File: src/rtl/axi_lite_pkg.sv
`default_nettype none
// ============================================================================
// Module   : axi_lite_pkg
// Brief    : Response codes, register offsets, FSM states and address decode
//            shared by the AXI-Lite register slaves.
// Revision : 1.0 - initial release
// ============================================================================
package axi_lite_pkg;

    localparam logic [1:0] RESP_OKAY   = 2'd0;
    localparam logic [1:0] RESP_SLVERR = 2'd2;

    localparam logic [3:0] REG0_OFF    = 4'h0;
    localparam logic [3:0] REG1_OFF    = 4'h4;
    localparam logic [3:0] WR_CNT_OFF  = 4'h8;
    localparam logic [3:0] ERR_CNT_OFF = 4'hC;

    typedef enum logic [0:0] {
        W_IDLE = 1'b0,
        W_RESP = 1'b1
    } wr_state_t;

    typedef enum logic [0:0] {
        R_IDLE = 1'b0,
        R_DATA = 1'b1
    } rd_state_t;

    typedef struct packed {
        logic       rd_ok;
        logic       wr_ok;
        logic [1:0] idx;
    } dec_t;

    // The base is 16-byte aligned, so the upper address bits select the bank.
    function automatic dec_t decode_addr(input logic [31:0] addr, input logic [31:0] base);
        dec_t       d;
        logic [3:0] off;
        off     = addr[3:0] - base[3:0];
        d.idx   = off[3:2];
        d.rd_ok = (addr[31:4] == base[31:4]) && (off[1:0] == 2'b00);
        d.wr_ok = d.rd_ok && ((off == REG0_OFF) || (off == REG1_OFF));
        return d;
    endfunction

endpackage
`default_nettype wire

File: src/rtl/axi_lite_reg_slave.sv
`default_nettype none
// ============================================================================
// Module   : axi_lite_reg_slave
// Brief    : AXI-Lite responder with two RW registers, a write counter and an
//            error counter; independent write and read channel FSMs.
// Revision : 1.0 - initial release
// ============================================================================
module axi_lite_reg_slave
    import axi_lite_pkg::*;
#(
    parameter int DATA_WIDTH = 32,
    parameter int ADDR_WIDTH = 8,
    parameter int RESP_WIDTH = 3,
    parameter int BASE_ADDR  = 0
) (
    input  logic                    s_axi_aclk,
    input  logic                    s_axi_aresetn,
    input  logic [ADDR_WIDTH-1:0]   s_axi_awaddr,
    input  logic                    s_axi_awvalid,
    output logic                    s_axi_awready,
    input  logic [DATA_WIDTH-1:0]   s_axi_wdata,
    input  logic [DATA_WIDTH/8:0]   s_axi_wstrb,
    input  logic                    s_axi_wvalid,
    output logic                    s_axi_wready,
    output logic [RESP_WIDTH-1:0]   s_axi_bresp,
    output logic                    s_axi_bvalid,
    input  logic                    s_axi_bready,
    input  logic [ADDR_WIDTH-1:0]   s_axi_araddr,
    input  logic                    s_axi_arvalid,
    output logic                    s_axi_arready,
    output logic [DATA_WIDTH-1:0]   s_axi_rdata,
    output logic [RESP_WIDTH-1:0]   s_axi_rresp,
    output logic                    s_axi_rvalid,
    input  logic                    s_axi_rready
);

    localparam int STRB_WIDTH = DATA_WIDTH / 8;

    // Register bank
    logic [DATA_WIDTH-1:0]  r_reg0;
    logic [DATA_WIDTH-1:0]  r_reg1;
    logic [DATA_WIDTH-1:0]  r_wr_cnt;
    logic [DATA_WIDTH-1:0]  r_err_cnt;

    // Write channel
    wr_state_t              r_wr_state;
    wr_state_t              w_wr_state_nxt;
    logic                   r_aw_done;
    logic                   r_w_done;
    logic                   w_aw_done_nxt;
    logic                   w_w_done_nxt;
    logic                   r_awready;
    logic                   r_wready;
    logic                   w_awready_nxt;
    logic                   w_wready_nxt;
    logic                   r_bvalid;
    logic                   w_bvalid_nxt;
    logic [RESP_WIDTH-1:0]  r_bresp;
    logic [RESP_WIDTH-1:0]  w_bresp_nxt;
    logic [ADDR_WIDTH-1:0]  r_awaddr;
    logic [DATA_WIDTH-1:0]  r_wdata;
    logic [STRB_WIDTH-1:0]  r_wstrb;
    logic                   w_aw_hs;
    logic                   w_w_hs;
    logic                   w_wr_commit;
    logic                   w_wr_err;
    dec_t                   w_wr_dec;
    logic [DATA_WIDTH-1:0]  w_wr_old;
    logic [DATA_WIDTH-1:0]  w_wr_merged;

    // Read channel
    rd_state_t              r_rd_state;
    rd_state_t              w_rd_state_nxt;
    logic                   r_arready;
    logic                   w_arready_nxt;
    logic                   r_rvalid;
    logic                   w_rvalid_nxt;
    logic [DATA_WIDTH-1:0]  r_rdata;
    logic [DATA_WIDTH-1:0]  w_rdata_nxt;
    logic [RESP_WIDTH-1:0]  r_rresp;
    logic [RESP_WIDTH-1:0]  w_rresp_nxt;
    logic                   w_ar_hs;
    logic                   w_rd_err;
    dec_t                   w_rd_dec;
    logic [DATA_WIDTH-1:0]  w_rd_val;

    logic [1:0]             w_err_inc;
    logic                   w_unused_ok;

    assign w_aw_hs  = s_axi_awvalid & r_awready;
    assign w_w_hs   = s_axi_wvalid  & r_wready;
    assign w_ar_hs  = s_axi_arvalid & r_arready;

    assign w_wr_dec = decode_addr(32'(r_awaddr), 32'(BASE_ADDR));
    assign w_rd_dec = decode_addr(32'(s_axi_araddr), 32'(BASE_ADDR));

    assign w_unused_ok = &{1'b0, s_axi_wstrb[STRB_WIDTH], w_wr_dec.rd_ok, w_rd_dec.wr_ok};

    // ------------------------------------------------------------------
    // Write FSM
    // ------------------------------------------------------------------
    always_ff @(posedge s_axi_aclk or negedge s_axi_aresetn) begin
        if (!s_axi_aresetn) begin
            r_wr_state <= W_IDLE;
            r_aw_done  <= 1'b0;
            r_w_done   <= 1'b0;
            r_awready  <= 1'b0;
            r_wready   <= 1'b0;
            r_bvalid   <= 1'b0;
            r_bresp    <= '0;
        end else begin
            r_wr_state <= w_wr_state_nxt;
            r_aw_done  <= w_aw_done_nxt;
            r_w_done   <= w_w_done_nxt;
            r_awready  <= w_awready_nxt;
            r_wready   <= w_wready_nxt;
            r_bvalid   <= w_bvalid_nxt;
            r_bresp    <= w_bresp_nxt;
        end
    end

    always_comb begin
        w_wr_state_nxt = r_wr_state;
        w_aw_done_nxt  = r_aw_done;
        w_w_done_nxt   = r_w_done;
        w_bvalid_nxt   = r_bvalid;
        w_bresp_nxt    = r_bresp;
        w_wr_commit    = 1'b0;
        case (r_wr_state)
            W_IDLE: begin
                // Commit one cycle after both channels have been captured.
                if (r_aw_done && r_w_done) begin
                    w_wr_commit    = 1'b1;
                    w_wr_state_nxt = W_RESP;
                    w_aw_done_nxt  = 1'b0;
                    w_w_done_nxt   = 1'b0;
                    w_bvalid_nxt   = 1'b1;
                    w_bresp_nxt    = w_wr_dec.wr_ok ? RESP_WIDTH'(RESP_OKAY)
                                                    : RESP_WIDTH'(RESP_SLVERR);
                end else begin
                    if (w_aw_hs) begin
                        w_aw_done_nxt = 1'b1;
                    end
                    if (w_w_hs) begin
                        w_w_done_nxt = 1'b1;
                    end
                end
            end
            W_RESP: begin
                if (s_axi_bready) begin
                    w_bvalid_nxt   = 1'b0;
                    w_wr_state_nxt = W_IDLE;
                end
            end
            default: begin
                w_wr_state_nxt = W_IDLE;
            end
        endcase
        w_awready_nxt = (w_wr_state_nxt == W_IDLE) && !w_aw_done_nxt;
        w_wready_nxt  = (w_wr_state_nxt == W_IDLE) && !w_w_done_nxt;
    end

    assign w_wr_err = w_wr_commit && !w_wr_dec.wr_ok;

    always_ff @(posedge s_axi_aclk or negedge s_axi_aresetn) begin
        if (!s_axi_aresetn) begin
            r_awaddr <= '0;
            r_wdata  <= '0;
            r_wstrb  <= '0;
        end else begin
            if (w_aw_hs) begin
                r_awaddr <= s_axi_awaddr;
            end
            if (w_w_hs) begin
                r_wdata <= s_axi_wdata;
                r_wstrb <= s_axi_wstrb[STRB_WIDTH-1:0];
            end
        end
    end

    assign w_wr_old = w_wr_dec.idx[0] ? r_reg1 : r_reg0;

    always_comb begin
        w_wr_merged = w_wr_old;
        for (int i = 0; i < STRB_WIDTH; i++) begin
            if (r_wstrb[i]) begin
                w_wr_merged[8*i +: 8] = r_wdata[8*i +: 8];
            end
        end
    end

    // ------------------------------------------------------------------
    // Read FSM
    // ------------------------------------------------------------------
    always_ff @(posedge s_axi_aclk or negedge s_axi_aresetn) begin
        if (!s_axi_aresetn) begin
            r_rd_state <= R_IDLE;
            r_arready  <= 1'b0;
            r_rvalid   <= 1'b0;
            r_rdata    <= '0;
            r_rresp    <= '0;
        end else begin
            r_rd_state <= w_rd_state_nxt;
            r_arready  <= w_arready_nxt;
            r_rvalid   <= w_rvalid_nxt;
            r_rdata    <= w_rdata_nxt;
            r_rresp    <= w_rresp_nxt;
        end
    end

    always_comb begin
        w_rd_val = '0;
        case ({w_rd_dec.idx, 2'b00})
            REG0_OFF:    w_rd_val = r_reg0;
            REG1_OFF:    w_rd_val = r_reg1;
            WR_CNT_OFF:  w_rd_val = r_wr_cnt;
            ERR_CNT_OFF: w_rd_val = r_err_cnt;
            default:     w_rd_val = '0;
        endcase
    end

    always_comb begin
        w_rd_state_nxt = r_rd_state;
        w_rvalid_nxt   = r_rvalid;
        w_rdata_nxt    = r_rdata;
        w_rresp_nxt    = r_rresp;
        w_rd_err       = 1'b0;
        case (r_rd_state)
            R_IDLE: begin
                if (w_ar_hs) begin
                    w_rd_state_nxt = R_DATA;
                    w_rvalid_nxt   = 1'b1;
                    w_rdata_nxt    = w_rd_dec.rd_ok ? w_rd_val : '0;
                    w_rresp_nxt    = w_rd_dec.rd_ok ? RESP_WIDTH'(RESP_OKAY)
                                                    : RESP_WIDTH'(RESP_SLVERR);
                    w_rd_err       = !w_rd_dec.rd_ok;
                end
            end
            R_DATA: begin
                if (s_axi_rready) begin
                    w_rvalid_nxt   = 1'b0;
                    w_rd_state_nxt = R_IDLE;
                end
            end
            default: begin
                w_rd_state_nxt = R_IDLE;
            end
        endcase
        w_arready_nxt = (w_rd_state_nxt == R_IDLE);
    end

    // ------------------------------------------------------------------
    // Register bank and counters
    // ------------------------------------------------------------------
    assign w_err_inc = {1'b0, w_wr_err} + {1'b0, w_rd_err};

    always_ff @(posedge s_axi_aclk or negedge s_axi_aresetn) begin
        if (!s_axi_aresetn) begin
            r_reg0    <= '0;
            r_reg1    <= '0;
            r_wr_cnt  <= '0;
            r_err_cnt <= '0;
        end else begin
            if (w_wr_commit && w_wr_dec.wr_ok) begin
                if (w_wr_dec.idx[0]) begin
                    r_reg1 <= w_wr_merged;
                end else begin
                    r_reg0 <= w_wr_merged;
                end
                r_wr_cnt <= r_wr_cnt + DATA_WIDTH'(1);
            end
            // Read and write errors on the same edge both count.
            r_err_cnt <= r_err_cnt + DATA_WIDTH'(w_err_inc);
        end
    end

    assign s_axi_awready = r_awready;
    assign s_axi_wready  = r_wready;
    assign s_axi_bvalid  = r_bvalid;
    assign s_axi_bresp   = r_bresp;
    assign s_axi_arready = r_arready;
    assign s_axi_rvalid  = r_rvalid;
    assign s_axi_rdata   = r_rdata;
    assign s_axi_rresp   = r_rresp;

endmodule
`default_nettype wire

File: config.mk
export PLATFORM = sky130hd
export DESIGN_NAME = axi_lite_reg_slave
export DESIGN_NICKNAME = d
export VERILOG_FILES = /design/src/rtl/axi_lite_pkg.sv /design/src/rtl/axi_lite_reg_slave.sv
export SDC_FILE = /design/constraint.sdc
export NUM_CORES = 1
export LEC_CHECK = 0
export ABC_AREA = 1
export CORE_MARGIN = 3
export CORE_UTILIZATION = 50
export DETAILED_ROUTE_END_ITERATION = 8
export GPL_TIMING_DRIVEN = 0
export PLACE_DENSITY = 0.7
export SYNTH_ARGS = -nofsm -noshare
export SYNTH_HDL_FRONTEND = slang
export SYNTH_SLANG_ARGS = --single-unit
File: constraint.sdc
create_clock -name s_axi_aclk -period 6.2 [get_ports s_axi_aclk]
set_clock_uncertainty 0.15 [all_clocks]
set_input_delay 1.86 -clock s_axi_aclk [delete_from_list [all_inputs] [get_ports s_axi_aclk]]
set_output_delay 1.86 -clock s_axi_aclk [all_outputs]
set_load 0.005 [all_outputs]
==> summary.txt <==
STA
  • Final setup violation count: 0
  • Period Utilization, post-route: 0.711
  • Max Freq: about 0.23 GHz
  • Final hold violations: 0
  • Worst hold slack: 296 ps
  • Unrepaired setup endpoints after global routing: false
  • Worst slew pin tran: around 900 ps
  • Slew margin rel.: 0.389
  • Clock period minus worst slack: around 4400 ps
  • Max Slew Vio Count: 0

Synthesis
  • Synthesis Warnings: 0
  • Leading post-synthesis cells by cell area: dfrtp_1 (50%), nand2_1 (15%), a21oi_1 (5.0%), o21ai_0 (4.7%), nor2_1 (4.5%)
  • Mean Syn Cell Area: just over 8 um2
  • Yosys top cell area share: 0.503
  • Dominant synthesized flop cell: dfrtp_1
  • Cells after synthesis: roughly 1.3k
  • Distinct cells, synth: 35
  • Synth area leader: dfrtp_1
  • Mapped Area: roughly 0.011 mm2
  • Post-synth EDFFs: 0
  • Sequential fraction of the synthesis area: 0.503
  • Ys async rst share: 1.00
  • Register bit total from synthesis: around 220

Critical path
  • Slowest CP cell: clkdlybuf4s50_1
  • CP Max Fanout: 9
  • CP dominant cell by count: nand2_1
  • CP Cell Sequence: clkdlybuf4s50_1 -> nand3_2 -> inv_1 -> nand2_1 -> fa_1 -> inv_1 -> ha_1 -> nand3_1 -> nor3_2 -> nand2_1 -> nor2_1 -> nand2_1 -> nand2_1 -> nand2_1
  • Crit Path Class: input pin to flip-flop
  • CP endpoint kind: flip-flop
  • Crit path required time: 6470 ps
  • WP data arrival: approximately 4700 ps
  • Worst stage delay on the critical path: between 400 and 500 ps
  • CP startpoint kind: input pin

Floorplan
  • Starting Density: 0.519
  • Width of the die: approximately 150 um
  • Die area: ~0.023 mm2
  • Die height: between 150 and 200 um
  • Core area: between 0.02 and 0.025 mm2
  • Row count: 52
  • Boundary Pins: ~100

Placed design
  • HPWL Detailed: between 20000 and 25000 um
  • GP Congestion: around 0.94
  • PortBufs: between 90 and 100
  • Placed Area: ~0.012 mm2

Outcome
  • Status: finished, final reports clean

Clocking
  • Num CTS Buffers: 25
  • Clk buf depth: 3
  • Setup bufs post-CTS: 0
  • CTS tree: done
  • CTS resizes: 0
  • CTS Sinks: around 220
  • Hold_buf cts: 0
  • Worst skew pair latency: about 520 ps
  • Clock transition at path regs: 60 ps
  • H-tree levels: 1
  • Root Driver: clkbuf_16

Final layout
  • Leading cell types in the layout, fill and taps excluded: nand2_1 (417), dfrtp_1 (215), nor2_1 (129), a21oi_1 (106), o21ai_0 (100)
  • Area delta synth->final: 19.7%
  • Post-route cell area: 0.0128 mm2
  • # nets final: 1514
  • Layout cells sized above 1: 0.0717
  • Commonest non-fill, non-tap cell in the layout: nand2_1

GRT
  • First-pass GRT wire length: 49200 um
  • Pin count of the biggest net entering global routing: 118
  • Congestion Overflow GR: 0
  • Vias in the first global route: 9144
  • GRT Resource Usage Total: 0.263
  • Initial antenna violation count: 1

Power and ir drop
  • Pwr/cell area: between 300 and 400 mW/mm2
  • P_leak: about 5.9 nW
  • Worst IR drop on VDD: between 0.2 and 0.3 mV
  • Final Power: ~0.0044 W

Routing
  • Routed Antenna Nets: 0
  • Number of DRC markers in iteration 0: roughly 830
  • Wire per inst: 17.9 um
  • Vias: 9388
  • Via-per-instance ratio: between 5 and 6
  • # DRC: 0
  • Routed WL: about 31000 um
  • Pre-antenna DRT Iters: 5

Flow run
  • # Max-Cap Violations: 0

Hold path
  • HP Class: flip-flop to flip-flop
## Yosys cell counts, types with 2 or more instances
cell	number
nand2_1	417
dfrtp_1	215
nor2_1	129
a21oi_1	106
o21ai_0	100
inv_1	93
nand3_1	45
mux2_2	37
clkbuf_1	36
xor2_1	32
o2111ai_1	15
nand4_1	13
o21ai_1	13
nor3_1	12
buf_2	10
nand3b_1	10
buf_6	6
buf_4	5
clkinv_1	4
buf_1	3
nor2_4	3
xnor2_1	3
and3_1	2
ha_1	2
nor2_2	2
nor2_8	2
## state kept, by name, summed over array words and instances (netlist names)
signal / cells
r_rd_state: 1
r_wstrb: 4
r_w_done: 1
s_axi_rdata: 32
s_axi_awready: 1
s_axi_arready: 1
s_axi_wready: 1
s_axi_rvalid: 1
r_wr_state: 1
r_wdata: 32
r_reg1: 32
r_aw_done: 1
r_err_cnt: 32
s_axi_rresp: 1
s_axi_bresp: 1
s_axi_bvalid: 1
r_awaddr: 8
r_reg0: 32
r_wr_cnt: 32
## critical path: cells and delay by family
family / cells / cell delay, ps
buffers and inverters: 3 / 680
adder cells (fa/ha/maj): 2 / 660
AND/OR/NAND/NOR: 9 / 1450
## per-layer routing
metal	track usage	wire (um)	share of wire	vias up
met5	0	0	0	-
met3	0.0429	2060	0.066	54
met4	0.0848	953	0.031	0
li1	-	-	-	4546
met1	0.369	13900	0.45	4487
met2	0.423	14200	0.46	301
## per-stage QoR
stage          cells  setup slack [ps]  TNS (ps)  utilization
6_report        1735              1790         0        0.621
5_1_grt         1735              1480         0        0.621
4_1_cts         1734              1820         0        0.620
3_5_place_dp    1694              1280         0        0.584
3_3_place_gp    1693             -6210  -1330360        0.582
2_1_floorplan   1327              2310         0            -
## layout make-up
cell class                 instances  area (um2)
antenna                            1        2.50
buffer                            60         302
clock buffer                      36         707
clock inverter                     4        51.3
fill                            1810        7830
inverter                          98         368
multi-input combinational        954        4660
sequential                       215        5380
tap                              270         338
timing repair buffer              97         993
## cell families after synthesis
| family | after synthesis | share of synthesized area |
|---|---|---|
| AND/OR/NAND/NOR | 640 | 0.247 |
| flip-flops | 215 | 0.503 |
| AO/OA/AOI/OAI | 235 | 0.115 |
| other | 1 | 0.000351 |
| multiplexers | 37 | 0.0390 |
| buffers and inverters | 158 | 0.0626 |
| adder cells (fa/ha/maj) | 3 | 0.00421 |
| XOR/XNOR | 35 | 0.0287 |
## power by group
group	internal [W]	total, W	switching [W]
Clock	0.000824	0.00139	0.000565
Combinational	0.000421	0.00111	0.000694
Sequential	0.00168	0.00185	0.000170
Total	0.00292	0.00435	0.00143
## final timing paths
kind | startpoint | endpoint | slack, ps | depth (start not counted)
worst min-delay path | r_rd_state$_DFF_PN0_ | s_axi_rvalid$_DFFE_PN0P_ | 300 | 1
worst max register to register | r_wr_state$_DFF_PN0_ | r_err_cnt[22]$_DFF_PN0_ | 2940 | 12
worst min register to register | r_rd_state$_DFF_PN0_ | s_axi_rvalid$_DFFE_PN0P_ | 300 | 1
max in group asynchronous | s_axi_aresetn | r_reg0[21]$_DFFE_PN0P_ | 3590 | 2
worst max-delay path | s_axi_arvalid | r_err_cnt[22]$_DFF_PN0_ | 1790 | 14
min in group asynchronous | s_axi_aresetn | r_wr_cnt[13]$_DFFE_PN0P_ | 1260 | 1
No activity file was read; power rests on OpenSTA's default activity.
